**config.mk**
```make
export PLATFORM = sky130hd
export DESIGN_NAME = alu_issue_ctrl
export DESIGN_NICKNAME = d
export VERILOG_FILES = /design/src/rtl/alu_issue_ctrl.sv
export SDC_FILE = /design/constraint.sdc
export NUM_CORES = 1
export LEC_CHECK = 0
export CAP_MARGIN = 20
export CORE_ASPECT_RATIO = 1.2
export CORE_MARGIN = 1.5
export CORE_UTILIZATION = 50
export CTS_CLUSTER_SIZE = 24
export DETAILED_ROUTE_END_ITERATION = 8
export PLACE_DENSITY = 0.9
export SYNTH_ARGS = -nofsm -noshare
export SYNTH_HDL_FRONTEND = slang
export SYNTH_SLANG_ARGS = --single-unit
```
**constraint.sdc**
```tcl
create_clock -name clk -period 4.4 [get_ports clk]
set_clock_uncertainty 0.15 [all_clocks]
set_input_delay 0.44 -clock clk [delete_from_list [all_inputs] [get_ports clk]]
set_output_delay 0.44 -clock clk [all_outputs]
set_load 0.005 [all_outputs]
```
**src/rtl/alu_issue_ctrl.sv**
```systemverilog
// Issue stage in front of a combinational 4-bit ALU: register file, operand/opcode
// registers, flag capture and a two-state IDLE/EXEC sequencer behind a valid/ready port.
module alu_issue_ctrl #(
   parameter int WIDTH = 4,
   parameter int NREG  = 4,
   parameter int RAW   = 2
) (
   input  logic             clk,
   input  logic             rst,
   input  logic             cmd_valid,
   output logic             cmd_ready,
   input  logic             cmd_ld,
   input  logic [2:0]       cmd_op,
   input  logic [RAW-1:0]   cmd_rd,
   input  logic [RAW-1:0]   cmd_rs1,
   input  logic [RAW-1:0]   cmd_rs2,
   input  logic [WIDTH-1:0] cmd_imm,
   output logic [WIDTH-1:0] alu_a,
   output logic [WIDTH-1:0] alu_b,
   output logic [2:0]       alu_ch,
   input  logic [WIDTH-1:0] alu_f,
   input  logic             zero_f,
   input  logic             over_f,
   input  logic             cout_f,
   output logic [2:0]       flags_q,
   output logic             done,
   output logic             illegal_q,
   input  logic [RAW-1:0]   dbg_sel,
   output logic [WIDTH-1:0] dbg_data,
   output logic             dbg_exec
);

   typedef enum logic {IDLE = 1'b0, EXEC = 1'b1} state_t;

   localparam logic [2:0] OP_ILLEGAL = 3'b111;

   state_t           state_q, state_d;
   logic [WIDTH-1:0] rf_q [NREG];
   logic [WIDTH-1:0] rf_d [NREG];
   logic [WIDTH-1:0] alu_a_q, alu_a_d;
   logic [WIDTH-1:0] alu_b_q, alu_b_d;
   logic [2:0]       alu_ch_q, alu_ch_d;
   logic [RAW-1:0]   rd_q, rd_d;
   logic [2:0]       flags_d;
   logic             done_q, done_d;
   logic             illegal_d;

   // Handshake: a command transfers on a rising edge where cmd_valid && cmd_ready;
   // cmd_valid need not be held, and cmd_* are ignored whenever ready is low.
   assign cmd_ready = (state_q == IDLE) && !rst;
   assign alu_a     = alu_a_q;
   assign alu_b     = alu_b_q;
   assign alu_ch    = alu_ch_q;
   assign done      = done_q;
   assign dbg_data  = rf_q[dbg_sel];
   assign dbg_exec  = (state_q == EXEC);

   always_comb begin
      state_d   = state_q;
      rf_d      = rf_q;
      alu_a_d   = alu_a_q;
      alu_b_d   = alu_b_q;
      alu_ch_d  = alu_ch_q;
      rd_d      = rd_q;
      flags_d   = flags_q;
      done_d    = 1'b0;
      illegal_d = illegal_q;
      case (state_q)
         IDLE: begin
            if (cmd_valid) begin
               if (cmd_ld) begin
                  rf_d[cmd_rd] = cmd_imm;
                  done_d       = 1'b1;
               end else if (cmd_op == OP_ILLEGAL) begin
                  illegal_d = 1'b1;
                  done_d    = 1'b1;
               end else begin
                  alu_a_d  = rf_q[cmd_rs1];
                  alu_b_d  = rf_q[cmd_rs2];
                  alu_ch_d = cmd_op;
                  rd_d     = cmd_rd;
                  state_d  = EXEC;
               end
            end
         end
         EXEC: begin
            // The ALU has had a full cycle to settle on the registered operands.
            rf_d[rd_q] = alu_f;
            flags_d    = {cout_f, over_f, zero_f};
            done_d     = 1'b1;
            state_d    = IDLE;
         end
         default: state_d = IDLE;
      endcase
   end

   always_ff @(posedge clk) begin
      if (rst) begin
         state_q   <= IDLE;
         for (int i = 0; i < NREG; i++) rf_q[i] <= '0;
         alu_a_q   <= '0;
         alu_b_q   <= '0;
         alu_ch_q  <= '0;
         rd_q      <= '0;
         flags_q   <= '0;
         done_q    <= 1'b0;
         illegal_q <= 1'b0;
      end else begin
         state_q   <= state_d;
         rf_q      <= rf_d;
         alu_a_q   <= alu_a_d;
         alu_b_q   <= alu_b_d;
         alu_ch_q  <= alu_ch_d;
         rd_q      <= rd_d;
         flags_q   <= flags_d;
         done_q    <= done_d;
         illegal_q <= illegal_d;
      end
   end

endmodule

```
After elaboration in Yosys (flattened, before gate mapping)
Cells that the tools add are included.

Bits in registers: 35. Bits of input ports: 26. Logic and storage cells: 63.

Magnitude comparators: 7. Equality and inequality tests: 3. Muxes and demuxes: 26. Bitwise operators: 8. Reduce and logical (&&, ||, !) cells: 7.

Operator list (count): bitwise mux 16 bit (2); two-way mux 16 bit (2); two-way mux 4 bit (8); one-hot mux 16 bit (2 select lines) (1); binary-select mux 4 bit (select 2 bit) (3); demux 4 bit (select 2 bit) (2); >= comparator 3 bit (second input constant) (5); NOT 2 -> 3 bit (5); AND reduction 4 bit (2); less-than comparator 3 x 1 -> 1 bit (second input constant) (2); two-way mux 1 bit (6); inequality test 2 bit (second input constant) (2); one-hot mux 1 bit (2 select lines) (2); == test 3 bit (second input constant) (1); logical AND 1 bit (3); NOT 1 bit (3); AND reduction 2 bit (1); zero test 1 bit (1).

Logic depth before layout (Yosys ltp)
Depth in word-level cells: 9. Depth in mapped cells: 5. Depth with buffers taken out: 3.

Worst setup path after synthesis
OpenSTA, ideal clock, no wires.

Kind: input -> output. From: in rst. To: out cmd_ready. Arrival time: 1.040 ns. Data required time: 3.810 ns. Slack: 2.770 ns. Stages: 3. Buffers on the path: 2. Cells stage by stage: clkbuf_1 buf_1 nor2_1.

Cells in the longest elaborated chain, start to end: 2.

Ends and longest elaborated chain: from (decl) (RTL line 9) `input logic rst,`; zero test 1 bit (RTL line 50) `assign cmd_ready = (state_q == IDLE) && !rst;`; logical AND 1 bit (RTL line 50); to (decl) (RTL line 11) `output logic cmd_ready,`.

Every way passes these cells.

Worst setup path after layout
From: in dbg_sel[0]. To: out dbg_data[0].

Cells in the longest elaborated chain, start to end: 4.

Ends and longest elaborated chain: from (decl) (RTL line 28) `input logic [RAW-1:0] dbg_sel,`; NOT 2 -> 3 bit (implied by the code) (RTL line 55) `assign dbg_data = rf_q[dbg_sel];`; binary-select mux 4 bit (select 2 bit) (RTL line 55); two-way mux 4 bit (implied by the code) (2 in a row) (RTL line 55); to (decl) (RTL line 29) `output logic [WIDTH-1:0] dbg_data,`.

Every way passes these cells. The select of a mux whose other input is x is not followed.

==> impl_metrics.yaml <==
run_status:
  status: "completed"
sta:
  period_minus_slack_ns: 2.631
  final.setup.worst_slack_ns: 1.769
  fmax_mhz: 380.1
  slew_violations: 0
  relSlewSlack_pct: 38.02
  rsz0062_at_grt: "false"
  tns_ns: 0
  hold_violations: 0
  fin_crit_sh_pct: 59.79
  setup_viol: 0
  fin_hold_ws_ns: 0.3252
  tightestPinTransition_ns: 0.9285
setup_path:
  required_ns: 3.81
  startpoint: "dbg_sel[0]"
  crit_chain: "clkdlybuf4s50_1 > mux4_2 > clkdlybuf4s50_1"
  critPathArrivalTime_ns: 2.04
  timing.rr.start: "dbg_exec$_SDFF_PN0_"
  end_kind: "output pin"
  cpPeakStageDelay_ns: 0.59
  r2r-end: "rf_q[14]$_SDFFE_PP0P_"
  crit_type: "primary input to output pin"
  path_max_fanout: 4
  start_kind: "primary input"
  r2r_slack_ns: 2.34
  reg2reg_depth: 3
  crit_end: "dbg_data[0]"
  cp_slowest_cell: "clkdlybuf4s50_1"
  cpMostUsedCell: "clkdlybuf4s50_1"
cts:
  post_cts_resized: 0
  clockRootBuffer: "clkbuf_8"
  h-tree-depth: 2
  clock_sinks: 35
  cts_setup_buffers: 0
  cts_hold_buf: 0
  clk_pin_slew_ns: 0.08
  clk_path_buf_depth: 2
  cts_tree: "done"
  insertion_delay_ns: 0.29
  cts_inserted_buffers: 5
logic_synthesis:
  synth_compound_area_share_pct: 23.13
  synthFlopType: "dfxtp_1"
  netlist_instances: 199
  synth_nets: 225
  synth-edff-count: 0
  ys_ff_latch: 35
  yosys-mux-area-fraction_pct: 15.90
  yosysWarnings: 0
  post_synth.cell_area_avg_sq_um: 9.488
  post_synth_num_cell_types: 28
  netlist_area_sq_um: 1888
  synth_xor_area_share_pct: 0
  synthArstFlopShare_pct: 0
  synthSimpleGateAreaFrac_pct: 20.28
  synth_top_family_by_area: "compound AO/OA/AOI/OAI gates"
  yosysSeqAreaShare_pct: 37.11
  synth_fa_ha_area_share_pct: 0
floorplan:
  ios: 48
  rows: 24
  chipHeight_microns: 70.32
  die-width_microns: 59.10
  core_region_area_sq_um: 3633
  dieArea_sq_um: 4155
  initial_core_util_pct: 51.96
placed_design:
  port-buffer-count: 47
  place_ws_ns: 1.773
  dp.cells: 287
  place_area_sq_um: 2367
  dpl.hpwl_mm: 3.419
  gp_congestion: 0.8471
grt:
  grt_pass1_vias: 1667
  grt_pass1_wl_mm: 7.914
  grt_max_degree: 37
  grtUsageTotal_pct: 24.85
  antenna_found_initial: 0
  overflow: 0
run:
  maxCapViolations: 0
pwr:
  p_leak_nw: 0.7890
  power_mw: 0.6969
  peakVddDrop_uv: 183.8
  power_density_nw_per_um2: 283.7
hold_path:
  hold_path_class: "flip-flop to flip-flop"
detailed_routing:
  drtPass1Iterations: 4
  wirelength_mm: 4.845
  antenna_left: 0
  routed_via_density: 6.051
  drt_iter0_drc: 144
  post_drt_wl_per_cell_microns: 16.42
  drc: 0
  vias: 1785
finish:
  final_util_pct: 67.60
  final_cells: 295
  layout.nets: 268
  drive_gt1_share_pct: 11.11
  design_area_sq_um: 2456
  insertedDiodeCount: 0
  areaGrowthSynthToFinish_pct: 30.09
metal layers:
layer	global-route usage [%]	share of wire (%)	vias to the layer above	wire (microns)
met2	40.12	50	85	2429
met3	2.963	6.0	7	291
met1	32.94	42	831	2037
met4	10.61	1.8	0	86
met5	0	0	-	0
li1	-	-	862	-
final cells by class:
cell class,count,area (sq um)
clock inverters,3,20.02
inverters,1,3.754
multi-input cells,151,1120
flip-flops and latches,35,700.7
fillers,279,1177
clock buffers,5,68.82
well taps,52,65.06
repair buffers,48,478.0
cells in the final DEF, fill, tap and decap left out, drive strengths merged:
cell and count:
and2 1, and3 3, o22ai 12, nor2 15, mux4 12, nand3b 3
mux2i 3, nor3b 4, buf 1, a211oi 22, or3 1, inv 1
a221oi 3, o21ai 15, clkinv 1, a21oi 19, clkdlybuf4s50 47, clkinvlp 2
nand3 12, dfxtp 35, nand2 14, or3b 4, clkbuf 5, and3b 3
nor3 5
where the power goes:
part | switching, mW | internal [mW] | leakage (nW) | total (mW)
Clock | 0.125 | 0.110 | 0.0402 | 0.235
Sequential | 0.0138 | 0.329 | 0.285 | 0.343
Combinational | 0.0540 | 0.0648 | 0.464 | 0.119
cells in the mapped netlist (4+ instances only):
master / instances / area share, %
nand2_1: 14 / 2.8
a211oi_1: 22 / 8.7
nor3_1: 4 / 1.1
dfxtp_1: 35 / 37
a21oi_1: 19 / 5.0
mux4_2: 12 / 14
clkbuf_1: 5 / 0.99
nor2_1: 15 / 3.0
o21ai_0: 15 / 4.0
o22ai_1: 12 / 4.0
nand3_1: 12 / 3.2
logic make-up (layout without fill, tap and decap cells):
kind of cell	after synthesis	after routing
and+or+nand+nor	65	65
buffers and inverters	13	57
DFF	35	35
AOI/OAI and AO/OA	71	71
muxes	15	15
worst min path at each step:
stage                                 from                endpoint  slack [ns]  cells past startpoint
floorplan           illegal_q$_SDFFE_PP0P_  illegal_q$_SDFFE_PP0P_        0.31                      2
global placement    illegal_q$_SDFFE_PP0P_  illegal_q$_SDFFE_PP0P_        0.30                      2
detailed placement   alu_a[2]$_SDFFE_PP0P_   alu_a[2]$_SDFFE_PP0P_        0.32                      2
CTS                  alu_a[2]$_SDFFE_PP0P_   alu_a[2]$_SDFFE_PP0P_        0.33                      2
global route         alu_a[1]$_SDFFE_PP0P_   alu_a[1]$_SDFFE_PP0P_        0.35                      2
finish               alu_a[1]$_SDFFE_PP0P_   alu_a[1]$_SDFFE_PP0P_        0.33                      2
state kept, by name, summed over array words and instances, names as in the netlist:
name,cells
rf_q,16
alu_a,4
alu_b,4
alu_ch,3
flags_q,3
rd_q,2
dbg_exec,1
done,1
illegal_q,1
critical path, delay by kind of cell:
kind,cells,cell delay [ns]
multiplexers,1,0.54
buffers and inverters,2,1.06
(Power assumes the default switching activity.)
